## src/rtl/reg_arb_pkg.sv

```systemverilog
// Shared definitions for the register-bank arbiter: FSM encoding, requester indices and default sizes.
package reg_arb_pkg;

  localparam logic [0:0] IDLE  = 1'b0;
  localparam logic [0:0] WRITE = 1'b1;

  localparam int REQ_SPI = 0;
  localparam int REQ_SEQ = 1;

  localparam int DEF_NUM_REGS = 5;
  localparam int DEF_ADDR_W   = 7;

endpackage

```

## src/rtl/rr_arb2.sv

```systemverilog
// Combinational two-way grant picker producing a one-hot grant.
// Build option REG_ARB_FIXED_PRIO_EN makes requester 0 win every tie instead of alternating.
module rr_arb2
  import reg_arb_pkg::*;
(
  input  logic [1:0] valid,
  input  logic       last_grant,
  output logic [1:0] grant
);

  // A lone requester always wins; only a tie consults the history bit.
  always_comb begin
    grant = valid;
    if (valid == 2'b11) begin
      grant = 2'b00;
`ifdef REG_ARB_FIXED_PRIO_EN
      grant[REQ_SPI] = 1'b1;
`else
      if (last_grant == 1'b1) begin
        grant[REQ_SPI] = 1'b1;
      end else begin
        grant[REQ_SEQ] = 1'b1;
      end
`endif
    end
  end

endmodule

```

## src/rtl/reg_bank_arbiter.sv

```systemverilog
// Two-requester write arbiter in front of a small 8-bit register bank.
// Tie policy is round-robin unless REG_ARB_FIXED_PRIO_EN is defined (see rr_arb2).
module reg_bank_arbiter
  import reg_arb_pkg::*;
#(
  parameter int NUM_REGS = DEF_NUM_REGS,
  parameter int ADDR_W   = DEF_ADDR_W
) (
  input  logic                  clk,
  input  logic                  rst_n,
  input  logic [1:0]            req_valid,
  input  logic [ADDR_W-1:0]     req_addr0,
  input  logic [ADDR_W-1:0]     req_addr1,
  input  logic [7:0]            req_data0,
  input  logic [7:0]            req_data1,
  output logic [1:0]            req_ready,
  output logic [8*NUM_REGS-1:0] regs_out,
  output logic                  wr_pulse,
  output logic [ADDR_W-1:0]     wr_addr,
  output logic                  err_pulse
);

  // One extra bit keeps the range check from wrapping when NUM_REGS fills the address space.
  localparam logic [ADDR_W:0] ADDR_LIMIT = (ADDR_W+1)'(NUM_REGS);

  logic [0:0]        state;
  logic              last_grant;
  logic [1:0]        grant;
  logic [1:0]        grant_q;
  logic [ADDR_W-1:0] cap_addr;
  logic [7:0]        cap_data;
  logic [7:0]        regs [NUM_REGS];
  logic              in_range;

  rr_arb2 u_arb (
    .valid      (req_valid),
    .last_grant (last_grant),
    .grant      (grant)
  );

  assign in_range = ({1'b0, cap_addr} < ADDR_LIMIT);

  always_ff @(posedge clk or negedge rst_n) begin
    if (!rst_n) begin
      state      <= IDLE;
      last_grant <= 1'b1;
      grant_q    <= 2'b00;
      cap_addr   <= '0;
      cap_data   <= '0;
    end else begin
      case (state)
        IDLE: begin
          if (|req_valid) begin
            state      <= WRITE;
            grant_q    <= grant;
            last_grant <= grant[REQ_SEQ];
            cap_addr   <= grant[REQ_SEQ] ? req_addr1 : req_addr0;
            cap_data   <= grant[REQ_SEQ] ? req_data1 : req_data0;
          end
        end
        WRITE:   state <= IDLE;
        default: state <= IDLE;
      endcase
    end
  end

  // At most one register matches the captured address, so a write never touches two entries.
  always_ff @(posedge clk or negedge rst_n) begin
    if (!rst_n) begin
      for (int k = 0; k < NUM_REGS; k++) begin
        regs[k] <= '0;
      end
    end else if (state == WRITE && in_range) begin
      for (int k = 0; k < NUM_REGS; k++) begin
        if (cap_addr == ADDR_W'(k)) begin
          regs[k] <= cap_data;
        end
      end
    end
  end

  assign req_ready = (state == WRITE) ? grant_q : 2'b00;
  assign wr_pulse  = (state == WRITE) && in_range;
  assign err_pulse = (state == WRITE) && !in_range;
  assign wr_addr   = cap_addr;

  for (genvar g = 0; g < NUM_REGS; g++) begin : g_flat
    assign regs_out[8*g +: 8] = regs[g];
  end

endmodule

```

## config.mk

```make
export PLATFORM = sky130hd
export DESIGN_NAME = reg_bank_arbiter
export DESIGN_NICKNAME = d
export VERILOG_FILES = /design/src/rtl/reg_arb_pkg.sv /design/src/rtl/rr_arb2.sv /design/src/rtl/reg_bank_arbiter.sv
export SDC_FILE = /design/constraint.sdc
export NUM_CORES = 1
export LEC_CHECK = 0
export BUFFER_PORTS_ARGS = -buffer_cell sky130_fd_sc_hd__buf_2
export CAP_MARGIN = 25
export CORE_ASPECT_RATIO = 0.8
export CORE_MARGIN = 2
export CORE_UTILIZATION = 40
export DETAILED_ROUTE_END_ITERATION = 6
export GPL_ROUTABILITY_DRIVEN = 1
export GPL_TIMING_DRIVEN = 0
export PLACE_DENSITY_LB_ADDON = 0.15
export SLEW_MARGIN = 5
export SYNTH_ARGS = -nofsm -noshare
export SYNTH_HDL_FRONTEND = slang
export SYNTH_SLANG_ARGS = --single-unit
```

## constraint.sdc

```tcl
create_clock -name clk -period 4.9 [get_ports clk]
set_input_delay 0.245 -clock clk [delete_from_list [all_inputs] [get_ports clk]]
set_output_delay 0.245 -clock clk [all_outputs]
set_load 0.03 [all_outputs]
```

==> results.toml <==
[timing]
tightest_slew_ps = 506
rsz0062_at_grt = "no"
period_share_pct = 39.8
fin_crit_ps = 1950
setup_viol = 0
fin_worst_skew_ps = 7.07
relSlewSlack_pct = 66.2
fmax_mhz = 513
setup-tns-final_ps = 0
drv_slew = 0
fin_ws_ps = 2950
final-hold-violation-count = 0
hold-worst-slack_ps = 152

[synth]
yosysSeqAreaShare_pct = 61.0
syn_area_um2 = 2420
ys_ff_latch = 59
yosysUniqueCellTypes = 25
synth_cells = 190
avgSynthCellArea_um2 = 12.8
syn_nets = 224
ys_warn_count = 0

[final_layout]
final_cell_area_um2 = 3160
register_area_um2 = 1480
multi_input_area_um2 = 901
drive_gt1_share_pct = 51.4
fill_cells = 569
area_growth_pct = 30.4
final_net_count = 321
n_antenna_cell = 0

[power_and_ir_drop]
pwr-share-seq_pct = 44.9
power.density_nw_per_um2 = 460
ir_drop_mv = 0.168
p_sw_share_pct = 34.9
p_int_mw = 0.947
comb_power_share_pct = 26.5
p_leak_nw = 1.73
p_sw_mw = 0.508
p_clk_share_pct = 28.5

[setup_path]
reg2regPathDepth = 3
path_depth = 3
cp_cell_sequence = "nor4_4, and3_2, buf_2"
crit_fanout = 7
critical_path_class = "reg -> out"
critical_path_arrival_ps = 1710
r2r_slack_ps = 3040
r2r-start = "wr_addr[6]$_DFFE_PN0P_"
max_stage_delay_ps = 490
cp-startpoint = "wr_addr[6]$_DFFE_PN0P_"
cp-start-kind = "flip-flop"
crit_slowest_cell = "nor4_4"
crit_required_ps = 4660
crit_family = "simple AND/OR/NAND/NOR gates"
reg2reg_to = "regs_out[33]$_DFFE_PN0P_"
cp_num_buf_inv = 1
crit_end = "wr_pulse"
endpoint_kind = "primary output"

[floorplanning]
die_w_um = 91.0
rows = 25
die-height_um = 73.6
ios = 85
dieArea_um2 = 6700
initial_core_util_pct = 41.2
coreArea_um2 = 5880

[grt]
overflow = 0
grt_pass1_vias = 1788
grt_first_pass_wirelength_um = 9030
grt_antenna_before_repair = 0
use_met2_pct = 28.7
groute.usage.overall_pct = 18.4
use_met1_pct = 23.3
grt.met3_usage_pct = 7.79
grt_max_degree = 39
busiest_layer = "met2"

[route]
wl_per_cell_um = 15.1
drtAntennaViolNets = 0
vias_per_cell = 4.74
drcViolationCount = 0
first_iter_violations = 77
drt-total-wl_um = 5620
via_count = 1769
drtPass1Iterations = 4

[clock_tree]
clock_sinks = 59
cts_tree = "yes"
clk_pin_slew_ps = 60
numCtsBuffers = 9
h-tree-depth = 3
cts_setup_buffers = 0
clock_path_buffers = 2
clockRootBuffer = "clkbuf_8"
clock_latency_ps = 330

[placement]
placed_area_um2 = 2970
hpwlAfterDp_um = 4010
pre_cts_ws_ps = 3030
gp_congestion = 0.777
io_buffers = 84

[job]
max_cap_viol_count = 0

[status]
status = "finished clean"

[min_path]
worstHoldPathType = "in -> reg"
-- timing repair --
item | in CTS | in global routing
endpoints found under the hold margin | 21 | 0
gates resized for setup | 0 | 0
hold buffers | 1 | 0
-- kinds of logic after synthesis --
logic type / after synthesis / synth area share, %
mux: 40 / 18.6
flops: 59 / 61.0
compound gates: 23 / 6.51
simple gates: 58 / 12.1
buf+inv: 10 / 1.86
-- layout make-up --
type / instances / area share, %
tap: 81 / 3.21
buffer: 8 / 1.19
timing repair buffer: 86 / 14.3
inverter: 2 / 0.238
clock inverter: 5 / 1.70
clock buffer: 11 / 4.16
sequential: 59 / 46.8
multi-input combinational: 121 / 28.5
-- sequential cells by signal, summed over array words and instances (netlist names) --
name        cells
wr_addr         7
regs_out       40
state           1
grant_q         2
cap_data        8
last_grant      1
-- synthesized netlist by cell type --
cell / count / share of area, %
a21bo_2: 1 / 0.41
a21boi_0: 1 / 0.31
a21boi_1: 1 / 0.31
a31oi_1: 15 / 3.9
and2_1: 2 / 0.52
and3_2: 1 / 0.31
and4_2: 1 / 0.41
buf_6: 1 / 0.46
clkbuf_1: 7 / 1.1
dfrtp_1: 58 / 60
dfstp_2: 1 / 1.1
inv_1: 2 / 0.31
mux2_2: 40 / 19
nand2_1: 30 / 4.6
nand3_2: 1 / 0.41
nand4_2: 1 / 0.52
nand4b_2: 2 / 1.2
nor2_1: 17 / 2.6
nor2b_1: 2 / 0.52
nor4_4: 1 / 0.88
o21ai_0: 1 / 0.21
o21ba_2: 1 / 0.41
o22a_1: 1 / 0.36
o22ai_1: 1 / 0.26
o2bb2ai_1: 1 / 0.36
-- power groups by stage --
| stage | clock network [mW] | logic, mW | registers [mW] |
|---|---|---|---|
| 2_1_floorplan | 0 | 0.127 | 0.783 |
| 3_3_place_gp | 0 | 0.382 | 0.661 |
| 3_5_place_dp | 0 | 0.390 | 0.664 |
| 4_1_cts | 0.426 | 0.391 | 0.656 |
| 5_1_grt | 0.452 | 0.417 | 0.669 |
| 6_report | 0.415 | 0.386 | 0.654 |
-- metal layers --
metal / up-vias / share of wire (%)
met4: 0 / 0.75
met1: 853 / 47
li1: 864 / -
met3: 2 / 5.4
met2: 50 / 47
met5: - / 0
-- per-stage QoR --
stage          cells  util, %  power (mW)
6_report         373     53.7        1.45
5_1_grt          373     53.7        1.54
4_1_cts          373     53.7        1.47
3_5_place_dp     356     50.4        1.05
3_3_place_gp     355     50.1        1.04
2_1_floorplan    190        -       0.910
-- cells in the final DEF (no fill, tap or decap), types with 2 or more instances in the layout --
cell type,count
clkbuf_1,9
nor2_1,17
and2_1,2
nor2b_1,2
mux2_2,40
nand4b_2,2
inv_1,2
a31oi_1,15
nand2_1,30
clkinv_2,3
clkbuf_8,9
dfrtp_1,58
buf_2,84
-- worst min path at each step --
stage                              endpoint  slack (ps)                   start  cells past startpoint
floorplan           cap_data[0]$_DFFE_PN0P_         -50                   rst_n                      0
global placement     grant_q[0]$_DFFE_PN0P_         470  grant_q[0]$_DFFE_PN0P_                      1
detailed placement   wr_addr[3]$_DFFE_PN0P_         240                   rst_n                      1
CTS                  last_grant$_DFFE_PN1P_         140            req_valid[1]                      2
global route         wr_addr[0]$_DFFE_PN0P_         150            req_addr0[0]                      3
finish               last_grant$_DFFE_PN1P_         150            req_valid[1]                      2
(Power assumes the default switching activity.)
